<file path="config.mk">
export PLATFORM = sky130hd
export DESIGN_NAME = popcount_stream
export DESIGN_NICKNAME = d
export VERILOG_FILES = /design/src/rtl/popcount_pkg.sv /design/src/rtl/popcount_tree.sv /design/src/rtl/popcount_stream.sv
export SDC_FILE = /design/constraint.sdc
export NUM_CORES = 1
export LEC_CHECK = 0
export ABC_AREA = 1
export CAP_MARGIN = 20
export CORE_UTILIZATION = 30
export CTS_CLUSTER_SIZE = 12
export DETAILED_ROUTE_END_ITERATION = 6
export PLACE_DENSITY = 0.5
export REMOVE_ABC_BUFFERS = 1
export SYNTH_ARGS = -nofsm -noshare
export SYNTH_HDL_FRONTEND = slang
export SYNTH_SLANG_ARGS = --single-unit
</file>
<file path="constraint.sdc">
create_clock -name clk -period 9.5 [get_ports clk]
set_input_delay 0.95 -clock clk [delete_from_list [all_inputs] [get_ports clk]]
set_output_delay 0.95 -clock clk [all_outputs]
set_load 0.05 [all_outputs]
</file>
<file path="src/rtl/popcount_pkg.sv">
// rtl/popcount_pkg.sv - shared types and helpers for the streaming popcount block
package popcount_pkg;

    // Bits needed to hold a count of 0..n
    function automatic int cnt_w(input int n);
        return $clog2(n + 1);
    endfunction

    typedef enum logic {
        IDLE   = 1'b0,
        ACTIVE = 1'b1
    } frame_state_t;

endpackage

</file>
<file path="src/rtl/popcount_tree.sv">
// rtl/popcount_tree.sv - combinational ones counter built as a recursive halving adder tree
module popcount_tree
    import popcount_pkg::*;
#(
    parameter int WIDTH = 15,
    localparam int CW = cnt_w(WIDTH)
) (
    input  logic [WIDTH-1:0] in_bits,
    output logic [CW-1:0]    count
);

    generate
        if (WIDTH == 1) begin : gen_leaf
            assign count = in_bits;
        end else begin : gen_split
            localparam int LO  = WIDTH / 2;
            localparam int HI  = WIDTH - LO;
            localparam int LCW = cnt_w(LO);
            localparam int HCW = cnt_w(HI);

            logic [LCW-1:0] lo_cnt;
            logic [HCW-1:0] hi_cnt;

            popcount_tree #(.WIDTH(LO)) u_lo (
                .in_bits (in_bits[LO-1:0]),
                .count   (lo_cnt)
            );

            popcount_tree #(.WIDTH(HI)) u_hi (
                .in_bits (in_bits[WIDTH-1:LO]),
                .count   (hi_cnt)
            );

            // Both halves together never exceed WIDTH, so CW bits always suffice
            assign count = CW'(lo_cnt) + CW'(hi_cnt);
        end
    endgenerate

endmodule

</file>
<file path="src/rtl/popcount_stream.sv">
// rtl/popcount_stream.sv - two-stage pipelined popcount with saturating per-frame total
module popcount_stream
    import popcount_pkg::*;
#(
    parameter int WIDTH = 15,
    parameter int ACC_W = 16,
    localparam int CW = cnt_w(WIDTH)
) (
    input  logic             clk,
    input  logic             rst,
    input  logic             in_valid,
    output logic             in_ready,
    input  logic [WIDTH-1:0] in_data,
    input  logic             in_last,
    output logic             out_valid,
    input  logic             out_ready,
    output logic [CW-1:0]    word_count,
    output logic [ACC_W-1:0] frame_total,
    output logic             frame_done,
    output logic             overflow
);

    localparam int SW = ACC_W + 1;

    logic             s1_valid_q, s1_valid_d;
    logic [WIDTH-1:0] s1_data_q, s1_data_d;
    logic             s1_last_q, s1_last_d;

    logic             out_valid_q, out_valid_d;
    logic [CW-1:0]    word_count_q, word_count_d;
    logic [ACC_W-1:0] frame_total_q, frame_total_d;
    logic             frame_done_q, frame_done_d;
    logic             overflow_q, overflow_d;
    frame_state_t     state_q, state_d;

    logic             adv2;
    logic             accept;
    logic             load2;
    logic [CW-1:0]    cnt;
    logic [SW-1:0]    base;
    logic [SW-1:0]    sum;

    // S2 can take a new beat whenever it is empty or being drained this cycle
    assign adv2      = !out_valid_q || out_ready;
    assign in_ready  = !s1_valid_q || adv2;
    assign accept    = in_valid && in_ready;
    assign load2     = adv2 && s1_valid_q;

    popcount_tree #(.WIDTH(WIDTH)) u_tree (
        .in_bits (s1_data_q),
        .count   (cnt)
    );

    // S1 capture: refill on accept, empty when S2 takes the beat without a refill
    always_comb begin
        s1_valid_d = s1_valid_q;
        s1_data_d  = s1_data_q;
        s1_last_d  = s1_last_q;
        if (accept) begin
            s1_valid_d = 1'b1;
            s1_data_d  = in_data;
            s1_last_d  = in_last;
        end else if (adv2) begin
            s1_valid_d = 1'b0;
        end
    end

    // S2 load, frame accumulation with saturation, and frame FSM next state
    always_comb begin
        out_valid_d   = out_valid_q;
        word_count_d  = word_count_q;
        frame_total_d = frame_total_q;
        frame_done_d  = frame_done_q;
        overflow_d    = overflow_q;
        state_d       = state_q;
        base          = (state_q == ACTIVE) ? {1'b0, frame_total_q} : '0;
        sum           = base + SW'(cnt);
        if (adv2) begin
            out_valid_d = s1_valid_q;
        end
        if (load2) begin
            word_count_d  = cnt;
            frame_total_d = sum[ACC_W] ? {ACC_W{1'b1}} : sum[ACC_W-1:0];
            overflow_d    = sum[ACC_W] || ((state_q == ACTIVE) && overflow_q);
            frame_done_d  = s1_last_q;
            state_d       = s1_last_q ? IDLE : ACTIVE;
        end
    end

    // Pipeline and FSM registers
    always_ff @(posedge clk) begin
        if (rst) begin
            s1_valid_q    <= 1'b0;
            s1_data_q     <= '0;
            s1_last_q     <= 1'b0;
            out_valid_q   <= 1'b0;
            word_count_q  <= '0;
            frame_total_q <= '0;
            frame_done_q  <= 1'b0;
            overflow_q    <= 1'b0;
            state_q       <= IDLE;
        end else begin
            s1_valid_q    <= s1_valid_d;
            s1_data_q     <= s1_data_d;
            s1_last_q     <= s1_last_d;
            out_valid_q   <= out_valid_d;
            word_count_q  <= word_count_d;
            frame_total_q <= frame_total_d;
            frame_done_q  <= frame_done_d;
            overflow_q    <= overflow_d;
            state_q       <= state_d;
        end
    end

    assign out_valid   = out_valid_q;
    assign word_count  = word_count_q;
    assign frame_total = frame_total_q;
    assign frame_done  = frame_done_q;
    assign overflow    = overflow_q;

endmodule
</file>
After elaboration in Yosys (flattened, before gate mapping)
Cells that the tools add are included.
Storage, ports and cells
  output and inout port bits: 24
  input port bits: 20
  word-level logic and storage cells: 38
  register bits after elaboration: 41
Cells by class
  add/subtract/negate cells: 15
  reduce and logical (&&, ||, !) cells: 9
  muxes and demuxes: 5
Operator list (number)
  two-way mux 16 bit: 2
  adder 16 x 4 -> 17 bit: 1
  adder 1 x 1 -> 2 bit: 7
  adder 2 x 2 -> 3 bit: 3
  adder 3 x 3 -> 4 bit: 1
  adder 3 x 4 -> 4 bit: 1
  adder 2 x 3 -> 3 bit: 1
  logical AND 1 bit: 3
  logical OR 1 bit: 3
  two-way mux 1 bit: 3
  adder 1 x 2 -> 2 bit: 1
  zero test 1 bit: 2
  nonzero test 2 bit: 1

Longest topological paths before layout
  depth in word-level cells: 6
  depth in mapped cells: 21
  mapped depth without buffers: 21

Hierarchy
From an unflattened synthesis, not the netlist that was laid out.
Second synthesis, totals
  cells, all modules: 412
  area, all modules: 2812.7 um^2
Modules (own cells, without submodules)
  popcount_stream: cells an instance 322, times used 1, area an instance 2145.8 um^2
  popcount_tree at u_tree.gen_split.u_hi.gen_split.u_hi ...: cells an instance 7, times used 3, area an instance 51.3 um^2
  popcount_tree at u_tree: cells an instance 17, times used 1, area an instance 116.4 um^2
  popcount_tree at u_tree.gen_split.u_hi.gen_split.u_hi.gen_split.u_hi.gen_split.u_hi ...: cells an instance 1, times used 15, area an instance 7.5 um^2
  popcount_tree at u_tree.gen_split.u_hi: cells an instance 13, times used 1, area an instance 98.8 um^2
  popcount_tree at u_tree.gen_split.u_hi.gen_split.u_hi.gen_split.u_hi ...: cells an instance 1, times used 7, area an instance 12.5 um^2
  popcount_tree at u_tree.gen_split.u_lo: cells an instance 11, times used 1, area an instance 66.3 um^2
  popcount_tree at u_tree.gen_split.u_lo.gen_split.u_lo: cells an instance 6, times used 1, area an instance 31.3 um^2

Least setup slack after synthesis
Ideal clock, no wire load.
  path kind: reg-to-reg
  start point: reg s1_data_q[1]
  end point: reg frame_total_q[8], in the netlist frame_total[8]
  stages on the path, launching flop included: 20
  path slack: 4.941 ns
  clock period less this slack: 4.559 ns
  data required time: 9.391 ns
  data arrival time: 4.450 ns
  buffers on the path: 0
  path through: dfxtp_1 > inv_1 > fa_1 > inv_1 > fa_1 > fa_1 > inv_1 > fa_1 > fa_1 > inv_1 > fa_1 > fa_1 > nand3_1 > nand3_1 > nand3_2 > nor2_2 > nor2_2 > nand2_1 > nand2_1 > inv_1
Between the ends
  cells in the longest elaborated chain, start to end: 6
RTL lines
  start, declared: line popcount_stream.sv:26  | logic [WIDTH-1:0] s1_data_q, s1_data_d;
  start signal, assigned: line popcount_stream.sv:104  | s1_data_q <= s1_data_d;
  adder 1 x 1 -> 2 bit: line popcount_tree.sv:35  | assign count = CW'(lo_cnt) + CW'(hi_cnt);
  adder 1 x 2 -> 2 bit: line popcount_tree.sv:35
  adder 2 x 3 -> 3 bit: line popcount_tree.sv:35
  adder 3 x 4 -> 4 bit: line popcount_tree.sv:35
  named net cnt[1]: line popcount_stream.sv:39  | logic [CW-1:0] cnt;
  adder 16 x 4 -> 17 bit: line popcount_stream.sv:77  | sum = base + SW'(cnt);
  two-way mux 16 bit: line popcount_stream.sv:83  | frame_total_d = sum[ACC_W] ? {ACC_W{1'b1}} : sum[ACC_W-1:0];
  end signal, assigned: line popcount_stream.sv:108  | frame_total_q <= frame_total_d;
  end, declared: line popcount_stream.sv:31  | logic [ACC_W-1:0] frame_total_q, frame_total_d;
The timed path passes the listed nets, and every way through them passes these cells.
A chain may end at the register's enable or synchronous reset.

Worst setup path after layout
Same ends and word-level chain as after synthesis.

==> reports/summary.json <==
{
  "status": "finished clean",
  "final_cell_area_um2": 3050,
  "floorplan.rows": 32,
  "die_x_um": 92.0,
  "place_area_um2": 2930,
  "min_cycle_time_layout_ps": 4780,
  "vdd_ir_drop_max_uv": 92.6,
  "path_clk_slew_ps": 80,
  "first_pass_iters": 4,
  "netlist-cell-type-count": 31,
  "wl_per_cell_um": 11.5,
  "fmaxAchievable_mhz": 209,
  "die-area_um2": 8460,
  "synth_xor_xnor_area_share": 0.0288,
  "power.density_nw_per_um2": 176,
  "insertion_delay_ps": 290,
  "ys_async_sr_fraction": 0,
  "yosys-top-cells-area": "sky130_fd_sc_hd__dfxtp_1, sky130_fd_sc_hd__fa_1, sky130_fd_sc_hd__nand2_1",
  "grt_pass1_vias": 2002,
  "grt_overflow": 0,
  "startpoint_type_of_the_worst_setup_path": "register",
  "hp_class": "register to register",
  "drt_iter0_drc": 63,
  "design.core.area_um2": 7770,
  "buffer_cell_driving_the_clock_tree_root": "sky130_fd_sc_hd__clkbuf_8",
  "mappedNetlistArea_um2": 2430,
  "post_detailed_route_via_to_cell_ratio": 4.43,
  "clock_tree.buffer_depth": 2,
  "end_kind": "register",
  "portBuffers": 43,
  "synthesis.yosys.warnings": 0,
  "totalWireLength_um": 5410,
  "grt_pass1_wl_um": 9320,
  "synth_compound_area_frac": 0.123,
  "synthSimpleGateAreaFrac": 0.294,
  "post-route-period-util": 0.504,
  "post_synth_fa_ha_maj_area_fraction": 0.122,
  "grt_util_all_layers": 0.137,
  "final_antenna_net_count": 0,
  "nets": 406,
  "synth_top_family_by_area": "simple AND/OR/NAND/NOR gates",
  "muxShareOfSynthArea": 0,
  "count_of_cells_along_the_worst_register_to_register_path": 19,
  "cts.repair.resized": 0,
  "post_synthesis_cell_type_with_the_largest_combined_area": "sky130_fd_sc_hd__dfxtp_1",
  "totalPowerFinal_mw": 0.535,
  "hpwlAfterDp_um": 4040,
  "floorplan.initialDensity": 0.313,
  "grt_antenna_before_repair": 0,
  "flow.area_growth_from_synthesis_pct": 25.3,
  "die_height_um": 92.0,
  "final.hold.worst_slack_ps": 478,
  "timing.final.ws_setup_ps": 4720,
  "holdPathStages": 2,
  "drc": 0,
  "cp.required_ps": 9700,
  "timing.final.max_slew_violations": 0,
  "grt_setup_unrepaired": "false",
  "power.static_leakage_nw": 1.35,
  "number_of_enable_type_register_cells_in_the_synthesized_netlist": 0,
  "final_layout_size_suffix_gt1_frac": 0.111,
  "grt_max_degree": 36,
  "setup-violations-final": 0,
  "clkSinkCount": 41,
  "synth-seq-area-share": 0.338,
  "fin_tns_setup_ps": 0,
  "postSynthRegisterBits": 41,
  "gp_congestion": 0.781,
  "via_count": 2089,
  "worst-setup-path-type": "register to register",
  "postCtsHoldBufs": 0,
  "pre_cts_slack_ps": 4690,
  "worstPathMaxFanout": 6,
  "average_instance_area_after_synthesis_um2": 7.41,
  "worst_ep_arrival_time_ps": 4990,
  "cts_max_level": 2,
  "timing.slew.headroom": 0.386,
  "fin_worst_skew_ps": 7.45,
  "post-synth-top-area-fraction": 0.338,
  "worst_slew_pin_slew_ps": 921,
  "cts_made_buffers": 5,
  "syn_inst": 328,
  "tritoncts": "yes",
  "postSynth.topFlopCell": "sky130_fd_sc_hd__dfxtp_1",
  "post-cts-setup-buffer-count": 0,
  "pin_count": 44,
  "max_cap_viol_count": 0,
  "insertedDiodeCount": 0,
  "hold_violations": 0
}
==> path summary, 6_finish.rpt <==
| path | from | to | slack, ps |
|---|---|---|---|
| worst max-delay path | s1_data_q[1]$_SDFFE_PP0P_ | frame_total[8]$_SDFFE_PP0P_ | 4720 |
| worst min-delay path | state_q$_SDFFE_PP0P_ | state_q$_SDFFE_PP0P_ | 480 |
| worst max register to register | s1_data_q[1]$_SDFFE_PP0P_ | frame_total[8]$_SDFFE_PP0P_ | 4720 |
| worst min register to register | state_q$_SDFFE_PP0P_ | state_q$_SDFFE_PP0P_ | 480 |
==> worst max-delay path, stage by stage (launching register included) <==
cell and delay, ps:
sky130_fd_sc_hd__dfxtp_1 310, sky130_fd_sc_hd__inv_1 60, sky130_fd_sc_hd__fa_1 530, sky130_fd_sc_hd__inv_1 50
sky130_fd_sc_hd__fa_1 470, sky130_fd_sc_hd__fa_1 520, sky130_fd_sc_hd__inv_1 50, sky130_fd_sc_hd__fa_1 440
sky130_fd_sc_hd__fa_1 380, sky130_fd_sc_hd__inv_1 90, sky130_fd_sc_hd__fa_1 470, sky130_fd_sc_hd__fa_1 480
sky130_fd_sc_hd__nand3_1 110, sky130_fd_sc_hd__nand3_1 160, sky130_fd_sc_hd__nand3_2 130, sky130_fd_sc_hd__nor2_2 50
sky130_fd_sc_hd__nor2_2 220, sky130_fd_sc_hd__nand2_1 80, sky130_fd_sc_hd__nand2_1 70, sky130_fd_sc_hd__inv_1 40
==> state kept, by name, summed over array words and instances (netlist names) <==
name / cells
s1_data_q: 15
state_q: 1
frame_total: 16
overflow: 1
word_count: 4
s1_valid_q: 1
s1_last_q: 1
out_valid: 1
frame_done: 1
==> cell usage after synthesis, types with 6 or more instances <==
cell,n
sky130_fd_sc_hd__nand3_2,7
sky130_fd_sc_hd__nand3_1,15
sky130_fd_sc_hd__nor2_2,8
sky130_fd_sc_hd__inv_1,37
sky130_fd_sc_hd__dfxtp_1,41
sky130_fd_sc_hd__nand2_1,55
sky130_fd_sc_hd__ha_1,6
sky130_fd_sc_hd__nor2_1,52
sky130_fd_sc_hd__nand2_2,6
sky130_fd_sc_hd__inv_2,6
sky130_fd_sc_hd__o21ai_0,34
sky130_fd_sc_hd__a21oi_1,19
sky130_fd_sc_hd__fa_1,11
==> layer usage <==
layer  track usage  wire (µm)
met1         0.198       2790
met2         0.208       2260
met3        0.0199        298
met4        0.0430         61
met5             0          0
==> per-stage QoR <==
step	util	std cells
floorplan	-	318
finish	0.392	472
CTS	0.392	472
global route	0.392	472
detailed placement	0.377	464
global placement	0.377	464
==> layout make-up <==
type,instances,area (µm²)
clock buffer,7,86.3
clock inverter,1,30.0
fill,824,4720
inverter,44,165
multi-input combinational,233,1380
sequential,41,821
tap,102,128
timing repair buffer,44,438
==> cells in the final DEF, fill, tap and decap left out, types with 7 or more instances in the layout <==
| master | instances |
|---|---|
| sky130_fd_sc_hd__inv_1 | 37 |
| sky130_fd_sc_hd__nor2_1 | 52 |
| sky130_fd_sc_hd__nand3_2 | 7 |
| sky130_fd_sc_hd__a21oi_1 | 19 |
| sky130_fd_sc_hd__dfxtp_1 | 41 |
| sky130_fd_sc_hd__fa_1 | 11 |
| sky130_fd_sc_hd__o21ai_0 | 34 |
| sky130_fd_sc_hd__clkdlybuf4s50_1 | 43 |
| sky130_fd_sc_hd__nor2_2 | 8 |
| sky130_fd_sc_hd__nand3_1 | 15 |
| sky130_fd_sc_hd__nand2_1 | 55 |
==> logic make-up after synthesis <==
kind of cell / after synthesis
AND/OR/NAND/NOR: 150
AO/OA/AOI/OAI: 58
buffers and inverters: 54
flip-flops: 41
adder cells (fa/ha/maj): 17
XOR/XNOR: 8
==> where the power goes <==
group	total, mW	internal, mW	leakage [nW]	switching [mW]
combinational	0.191	0.0751	0.954	0.116
clock	0.147	0.0857	0.0585	0.0613
sequential	0.197	0.186	0.339	0.0113
No activity file was read; power rests on OpenSTA's default activity.
